===== src/rtl/sram_frame_loader_if.sv =====
// Handshake and data bus for the SRAM frame loader.
// master drives commands and cfg data; slave is the loader.
interface sram_frame_loader_if #(
  parameter int WIDTH = 8,
  parameter int DEPTH = 16,
  parameter int ADDRW = $clog2(DEPTH)
);
  logic                   io_start;
  logic                   io_mode;
  logic [ADDRW-1:0]       io_startAddr;
  logic [ADDRW:0]         io_frameCount;
  logic                   io_cfgValid;
  logic                   io_cfgReady;
  logic [WIDTH-1:0]       io_cfgData;
  logic                   io_rdValid;
  logic                   io_rdReady;
  logic [WIDTH-1:0]       io_rdData;
  logic [WIDTH*DEPTH-1:0] io_progBits;
  logic [ADDRW-1:0]       io_frameAddr;
  logic                   io_busy;
  logic                   io_done;
  logic                   io_error;

  modport master (
    output io_start, io_mode, io_startAddr, io_frameCount,
    output io_cfgValid, io_cfgData, io_rdReady,
    input  io_cfgReady, io_rdValid, io_rdData, io_progBits,
    input  io_frameAddr, io_busy, io_done, io_error
  );

  modport slave (
    input  io_start, io_mode, io_startAddr, io_frameCount,
    input  io_cfgValid, io_cfgData, io_rdReady,
    output io_cfgReady, io_rdValid, io_rdData, io_progBits,
    output io_frameAddr, io_busy, io_done, io_error
  );
endinterface


===== src/rtl/sram_frame_loader.sv =====
// Loads configuration frames into a register array with a multi-cycle write hold, and reads them back.
// Writes take WR_CYCLES cycles each; cfg is stalled via io_cfgReady, readback waits on io_rdReady.
module sram_frame_loader #(
  parameter int WIDTH     = 8,
  parameter int DEPTH     = 16,
  parameter int WR_CYCLES = 2,
  parameter int ADDRW     = $clog2(DEPTH)
) (
  input  logic                 clk,
  input  logic                 reset,
  sram_frame_loader_if.slave   bus
);

  localparam int WCW = (WR_CYCLES > 1) ? $clog2(WR_CYCLES) : 1;

  typedef enum logic [2:0] {IDLE, LOAD, WRITE, RDBK, DONE, ERR} state_t;

  state_t           state_q, state_d;
  logic [ADDRW-1:0] addr_q, addr_d;
  logic [ADDRW:0]   rem_q, rem_d;
  logic [WIDTH-1:0] wbuf_q, wbuf_d;
  logic [WCW-1:0]   wcnt_q, wcnt_d;
  logic [WIDTH-1:0] mem_q [DEPTH];

  logic             we;
  logic             cfg_ready;
  logic             rd_valid;
  logic [WIDTH-1:0] rd_data;
  logic             done;
  logic             error;
  logic [ADDRW+1:0] span;

  always_ff @(posedge clk) begin
    if (!reset) begin
      state_q <= IDLE;
      addr_q  <= '0;
      rem_q   <= '0;
      wbuf_q  <= '0;
      wcnt_q  <= '0;
      for (int f = 0; f < DEPTH; f++) mem_q[f] <= '0;
    end else begin
      state_q <= state_d;
      addr_q  <= addr_d;
      rem_q   <= rem_d;
      wbuf_q  <= wbuf_d;
      wcnt_q  <= wcnt_d;
      if (we) mem_q[addr_q] <= wbuf_q;
    end
  end

  // Range check is done one bit wider than the count so startAddr+count cannot overflow.
  assign span = {2'b00, bus.io_startAddr} + {1'b0, bus.io_frameCount};

  always_comb begin
    state_d   = state_q;
    addr_d    = addr_q;
    rem_d     = rem_q;
    wbuf_d    = wbuf_q;
    wcnt_d    = wcnt_q;
    we        = 1'b0;
    cfg_ready = 1'b0;
    rd_valid  = 1'b0;
    rd_data   = '0;
    done      = 1'b0;
    error     = 1'b0;

    unique case (state_q)
      IDLE: begin
        if (bus.io_start) begin
          addr_d = bus.io_startAddr;
          rem_d  = bus.io_frameCount;
          if (span > (ADDRW+2)'(DEPTH))        state_d = ERR;
          else if (bus.io_frameCount == '0)    state_d = DONE;
          else if (!bus.io_mode)               state_d = LOAD;
          else                                 state_d = RDBK;
        end
      end
      LOAD: begin
        cfg_ready = 1'b1;
        if (bus.io_cfgValid) begin
          wbuf_d  = bus.io_cfgData;
          wcnt_d  = WCW'(WR_CYCLES - 1);
          state_d = WRITE;
        end
      end
      WRITE: begin
        if (wcnt_q != '0) begin
          wcnt_d = wcnt_q - WCW'(1);
        end else begin
          we      = 1'b1;
          addr_d  = addr_q + ADDRW'(1);
          rem_d   = rem_q - (ADDRW+1)'(1);
          state_d = (rem_q == (ADDRW+1)'(1)) ? DONE : LOAD;
        end
      end
      RDBK: begin
        rd_valid = 1'b1;
        rd_data  = mem_q[addr_q];
        if (bus.io_rdReady) begin
          addr_d = addr_q + ADDRW'(1);
          rem_d  = rem_q - (ADDRW+1)'(1);
          if (rem_q == (ADDRW+1)'(1)) state_d = DONE;
        end
      end
      DONE: begin
        done    = 1'b1;
        state_d = IDLE;
      end
      ERR: begin
        error   = 1'b1;
        state_d = IDLE;
      end
      default: state_d = IDLE;
    endcase
  end

  assign bus.io_cfgReady  = cfg_ready;
  assign bus.io_rdValid   = rd_valid;
  assign bus.io_rdData    = rd_data;
  assign bus.io_frameAddr = addr_q;
  assign bus.io_busy      = (state_q != IDLE);
  assign bus.io_done      = done;
  assign bus.io_error     = error;

  for (genvar g = 0; g < DEPTH; g++) begin : g_prog
    assign bus.io_progBits[g*WIDTH +: WIDTH] = mem_q[g];
  end

endmodule


===== src/flat_wrapper.sv =====
// flat-port wrapper written by rule: the top's interface ports become plain ports
module sram_frame_loader_flat 
#(
  parameter int WIDTH     = 8,
  parameter int DEPTH     = 16,
  parameter int WR_CYCLES = 2,
  parameter int ADDRW     = $clog2(DEPTH)
)
  (clk, reset, bus_io_start, bus_io_mode, bus_io_startAddr, bus_io_frameCount, bus_io_cfgValid, bus_io_cfgData, bus_io_rdReady, bus_io_cfgReady, bus_io_rdValid, bus_io_rdData, bus_io_progBits, bus_io_frameAddr, bus_io_busy, bus_io_done, bus_io_error);
  sram_frame_loader_if #(.WIDTH(WIDTH), .DEPTH(DEPTH), .ADDRW(ADDRW)) bus_i ();
  input  logic clk;
  input  logic reset;
  input wire logic [$bits(bus_i.io_start)-1:0] bus_io_start;
  input wire logic [$bits(bus_i.io_mode)-1:0] bus_io_mode;
  input wire logic [$bits(bus_i.io_startAddr)-1:0] bus_io_startAddr;
  input wire logic [$bits(bus_i.io_frameCount)-1:0] bus_io_frameCount;
  input wire logic [$bits(bus_i.io_cfgValid)-1:0] bus_io_cfgValid;
  input wire logic [$bits(bus_i.io_cfgData)-1:0] bus_io_cfgData;
  input wire logic [$bits(bus_i.io_rdReady)-1:0] bus_io_rdReady;
  output wire logic [$bits(bus_i.io_cfgReady)-1:0] bus_io_cfgReady;
  output wire logic [$bits(bus_i.io_rdValid)-1:0] bus_io_rdValid;
  output wire logic [$bits(bus_i.io_rdData)-1:0] bus_io_rdData;
  output wire logic [$bits(bus_i.io_progBits)-1:0] bus_io_progBits;
  output wire logic [$bits(bus_i.io_frameAddr)-1:0] bus_io_frameAddr;
  output wire logic [$bits(bus_i.io_busy)-1:0] bus_io_busy;
  output wire logic [$bits(bus_i.io_done)-1:0] bus_io_done;
  output wire logic [$bits(bus_i.io_error)-1:0] bus_io_error;
  assign bus_i.io_start = bus_io_start;
  assign bus_i.io_mode = bus_io_mode;
  assign bus_i.io_startAddr = bus_io_startAddr;
  assign bus_i.io_frameCount = bus_io_frameCount;
  assign bus_i.io_cfgValid = bus_io_cfgValid;
  assign bus_i.io_cfgData = bus_io_cfgData;
  assign bus_i.io_rdReady = bus_io_rdReady;
  assign bus_io_cfgReady = bus_i.io_cfgReady;
  assign bus_io_rdValid = bus_i.io_rdValid;
  assign bus_io_rdData = bus_i.io_rdData;
  assign bus_io_progBits = bus_i.io_progBits;
  assign bus_io_frameAddr = bus_i.io_frameAddr;
  assign bus_io_busy = bus_i.io_busy;
  assign bus_io_done = bus_i.io_done;
  assign bus_io_error = bus_i.io_error;
  sram_frame_loader #(.WIDTH(WIDTH), .DEPTH(DEPTH), .WR_CYCLES(WR_CYCLES), .ADDRW(ADDRW)) u_core (.clk(clk), .reset(reset), .bus(bus_i));
endmodule

===== config.mk =====
export PLATFORM = sky130hd
export DESIGN_NAME = sram_frame_loader_flat
export DESIGN_NICKNAME = d
export VERILOG_FILES = /design/src/rtl/sram_frame_loader_if.sv /design/src/rtl/sram_frame_loader.sv /design/src/flat_wrapper.sv
export SDC_FILE = /design/constraint.sdc
export NUM_CORES = 1
export LEC_CHECK = 0
export CAP_MARGIN = 20
export CORE_UTILIZATION = 55
export CTS_CLUSTER_SIZE = 12
export DETAILED_ROUTE_END_ITERATION = 12
export PLACE_DENSITY = 0.89
export SETUP_SLACK_MARGIN = 0.4
export SLEW_MARGIN = 15
export SYNTH_ARGS = -nofsm -noshare
export SYNTH_HDL_FRONTEND = slang
export SYNTH_SLANG_ARGS = --single-unit

===== constraint.sdc =====
create_clock -name clk -period 6.1 [get_ports clk]
set_input_delay 1.525 -clock clk [delete_from_list [all_inputs] [get_ports clk]]
set_output_delay 1.525 -clock clk [all_outputs]
set_load 0.01 [all_outputs]

* After elaboration in Yosys (flattened, before gate mapping)
Memory sizes are Yosys's and may differ from the RTL's. A register that Yosys moved wholly into a read port is not among the register bits. Index checks and enable logic that the tools add are counted.
Operators by class: magnitude comparators 1, reductions and logical operators 10, multiplexer cells 37, add/subtract/negate cells 4, equality and inequality tests 11
Operator list (number):
- 3-bit two-way mux | 8
- 4-bit two-way mux | 6
- 8-bit two-way mux | 2
- 5-bit two-way mux | 3
- 5-bit one-hot mux with 3 select lines | 1
- 1-bit two-way mux | 13
- 3-bit one-hot mux with 4 select lines | 1
- 4-bit one-hot mux with 3 select lines | 1
- 2-bit != test (second input constant) | 4
- 8-bit OR reduction | 1
- 4-bit by 5-bit adder with 6-bit output | 1
- 3-bit by 2-bit == test with 1-bit output (second input constant) | 2
- 3-bit == test (second input constant) | 2
- 6-bit by 5-bit > comparator with 1-bit output (second input constant) | 1
- 3-bit nonzero test | 2
- 5-bit by 1-bit == test with 1-bit output (second input constant) | 1
- 5-bit zero test | 1
- 5-bit AND reduction | 1
- 5-bit by 1-bit subtractor with 5-bit output (second input constant) | 1
- 4-bit by 1-bit adder with 4-bit output (second input constant) | 1
- 2-bit AND reduction | 2
- 4-bit AND reduction | 1
- 3-bit by 1-bit == test with 1-bit output (second input constant) | 1
- 3-bit zero test | 1
- 5 further kinds | 5
Storage, ports and cells: word-level logic and storage cells 69, output and inout bits 145, bits in registers 21, RAM bits 128, memories kept 1
Memories:
- u_core.mem_q | words 16, bits a word 8, read ports 17, clocked after Yosys merged registers in 1, wr ports 16, line sram_frame_loader.sv:23 | logic [WIDTH-1:0] mem_q [DEPTH];

* Longest topological paths before layout
word-level depth 7, depth in mapped cells 7, gate-level depth less buffers 7

* Worst setup path before layout
Ideal clock, no wire load.
path type register to output, start point register (tool-made name), end point output bus_io_rdData[0], slack 2803 ps, data arrival time 1772 ps, stages on the path, launching flop included 6, buffers on the path 2, cells stage by stage dfxtp_1 > buf_2 > buf_6 > mux4_2 > mux4_2 > and2_1
RTL lines:
- end, declared | line flat_wrapper.sv:22 | output wire logic [$bits(bus_i.io_rdData)-1:0] bus_io_rdData;

==> flow_metrics.py <==
metrics = {
    "run_status": {
        "status": "finished, final reports clean",
    },
    "setup_path": {
        "reg2reg_setup_slack_ps": 3580,
        "end_kind": "output port",
        "crit_slowest_cell": "dfxtp_4",
        "critPathMostFrequentCell": "mux4_2",
        "r2r-end": "u_core.mem_q[0][7]$_SDFFCE_PN0P_",
        "rr_worst_depth": 4,
        "r2r_start": "u_core.state_q[1]$_SDFFE_PN0P_",
        "cp_data_required_time_ps": 4580,
        "worstPathMaxFanout": 32,
        "critPathLaunchType": "register",
        "critPathMaxStageDelay_ps": 740,
        "crit_arrival_ps": 2950,
        "critical_path.cell_chain": "mux4_2 -> mux4_2 -> and2_1 -> clkdlybuf4s50_1",
        "critical_path_class": "reg2out",
    },
    "detailed_routing": {
        "first_iter_violations": 570,
        "vias": 5520,
        "avgRoutedWirePerCell_um": 24.57,
        "via_per_inst": 6.127,
        "ant_nets": 0,
        "dr.pass1.iters": 5,
        "drc": 0,
        "wl_mm": 22.14,
    },
    "worst_hold_path": {
        "hold_class": "reg2reg",
        "hold_start": "u_core.wcnt_q$_SDFFE_PN0P_",
        "hold_path_end": "u_core.wcnt_q$_SDFFE_PN0P_",
        "hold_depth": 2,
    },
    "clock_network": {
        "cts_hold_buf": 0,
        "clock_path_buffers": 2,
        "clkSinkCount": 153,
        "cts_tree": "built",
        "ctsRootBufferMaster": "clkbuf_16",
        "clock_latency_ps": 430,
        "htreeDepth": 4,
        "clkTransAtPathRegs_ps": 60,
        "post_cts_resized": 0,
        "cts_setup_buffers": 0,
        "numCtsBuffers": 17,
    },
    "die": {
        "die_area_sq_mm": 0.01389,
        "core_sq_mm": 0.01282,
        "row_count": 41,
        "dieWidth_um": 117.8,
        "die_y_um": 117.8,
        "start_util_pct": 57.54,
        "io_pins": 168,
    },
    "place": {
        "place.gp.congestion": 0.9839,
        "place_area_sq_mm": 0.009181,
        "hpwl_mm": 16.40,
        "port_buffers": 167,
    },
    "global_route": {
        "antenna_found_initial": 0,
        "globalRoute.totalOverflow": 0,
        "grt_max_degree": 39,
        "grtUsageTotal_pct": 33.10,
        "grt_pass1_wl_mm": 32.84,
        "grt_pass1_vias": 5325,
    },
    "logic_synthesis": {
        "synth_fp_nets": 585,
        "synthTopCellsByArea": "edfxtp_1, mux4_2, and2_1",
        "syn_inst": 551,
        "yosys.area.top_type": "edfxtp_1",
        "ys_ff_latch": 153,
        "synthTopCellsByCount": "and2_1, edfxtp_1, mux4_2, nand2_1, nor2_1",
        "synth.most_common_cell": "and2_1",
        "yosys.cell_types.count": 43,
        "ys.flop_type": "edfxtp_1",
        "syn_avg_cell_area_sq_um": 13.39,
        "synthArstFlopShare_pct": 0,
        "yosys_warnings": 0,
        "yosysSeqAreaShare_pct": 58.87,
        "synth.cell_area_sq_mm": 0.007380,
        "synth.top_cell.area_share_pct": 52.09,
        "synth-edff-count": 128,
    },
    "final_layout": {
        "diodes": 0,
        "drive_gt1_share_pct": 12.07,
        "fin_nets": 750,
        "fillerInstances": 747,
        "design_area_sq_mm": 0.009803,
        "area_growth_pct": 32.84,
    },
    "power": {
        "seqPwrFrac_pct": 44.6,
        "comb_power_share_pct": 20.3,
        "switchingPower_uw": 869.7,
        "powerDensity_mw_per_mm2": 318.3,
        "swShare_pct": 27.87,
        "p_int_uw": 2250,
        "total_power_uw": 3120,
        "leakage_uw": 0.003554,
        "p_clk_share_pct": 35.1,
        "vdd_drop_max_mv": 0.1923,
    },
    "timing": {
        "worst_pin_slew_ps": 1053,
        "drv_slew": 0,
        "fmax_mhz": 223.5,
        "setup_tns_ps": 0,
        "finalHoldViolCount": 0,
        "relSlewSlack_pct": 29.67,
        "fin_skew_ps": 7.009,
        "setup_viol": 0,
        "period_share_pct": 73.36,
        "fin_crit_ps": 4475,
        "grt_setup_unrepaired": "false",
    },
    "job": {
        "maxCapViolCount": 0,
    },
}
[cell families after synthesis]
| family | after synthesis | synth area share [%] |
|---|---|---|
| buffers and inverters | 38 | 2.272 |
| and+or+nand+nor | 248 | 19.28 |
| muxes | 40 | 12.21 |
| xor gates and xnor gates | 1 | 0.1187 |
| adders and majority gates | 11 | 1.967 |
| DFF | 153 | 58.87 |
| AOI/OAI and AO/OA | 60 | 5.290 |
[worst max path at each step]
stage,startpoint,to
4_1_cts,register,bus_io_rdData[7]
3_3_place_gp,reset,u_core.mem_q[15][1]$_SDFFCE_PN0P_
6_report,register,bus_io_rdData[7]
2_1_floorplan,register,bus_io_rdData[0]
3_5_place_dp,register,bus_io_rdData[7]
5_1_grt,register,bus_io_rdData[7]
[metal layers]
layer | vias up | global-route usage [%] | part of all wire, %
met5 | - | 0 | 0
met4 | 0 | 17.23 | 5.3
met3 | 65 | 8.043 | 12
met2 | 469 | 53.97 | 48
met1 | 2640 | 41.06 | 34
li1 | 2346 | - | -
[layout by cell type (no fill, tap or decap), types with 3 or more instances in the layout]
cell and n:
a211o_1 4, a21boi_0 14, a21oi_1 9, and2_1 138, and3_1 4, buf_2 4
buf_4 6, bufinv_16 4, clkbuf_1 3, clkbuf_16 17, clkdlybuf4s50_1 167, clkinv_2 3
dfxtp_1 24, edfxtp_1 128, ha_1 10, inv_1 7, mux4_2 40, nand2_1 34
nand2b_1 10, nand3b_1 3, nor2_1 28, nor3_1 7, nor3_2 3, nor3b_1 4
o21ai_0 19, o21ai_1 4, or2_2 4
[layout make-up]
type | count | area (sq um) | share of cell area, %
clock buffers | 20 | 436.7 | 4.454
clock inverters | 12 | 172.7 | 1.761
inverters | 7 | 26.28 | 0.2680
multi-input cells | 360 | 2868 | 29.25
flip-flops and latches | 153 | 4348 | 44.35
well taps | 172 | 215.2 | 2.195
repair buffers | 177 | 1737 | 17.72
[stage by stage]
step,cells,hold slack [ps],utilization [%],setup slack (ps)
2_1_floorplan,551,454.2,-,2803
3_3_place_gp,865,471.6,71.51,1806
3_5_place_dp,867,498.2,71.59,1735
4_1_cts,899,507.2,76.34,1242
5_1_grt,901,544.2,76.44,1525
6_report,901,501.4,76.44,1625
[state kept, by name (all words and copies together), names as in the netlist, named ones only]
name	count
u_core.bus.io_frameAddr	4
u_core.mem_q	128
u_core.rem_q	5
u_core.state_q	3
u_core.wbuf_q	8
u_core.wcnt_q	1
[power by group through the flow]
| stage | Sequential [uW] | Clock (uW) | Combinational (uW) |
|---|---|---|---|
| finish | 1390 | 1100 | 633 |
| global route | 1400 | 1140 | 676 |
| CTS | 1390 | 1100 | 629 |
| detailed placement | 1410 | 0 | 624 |
| global placement | 1400 | 0 | 595 |
| floorplan | 1290 | 0 | 493 |
[worst max-delay path: cells and delay by family (launching register included)]
family | cells | cell delay (ps)
buffers and inverters | 1 | 480
AND/OR/NAND/NOR | 1 | 180
flip-flops | 1 | 740
multiplexers | 2 | 1100
Note: power is estimated with default switching activity, not from simulation.
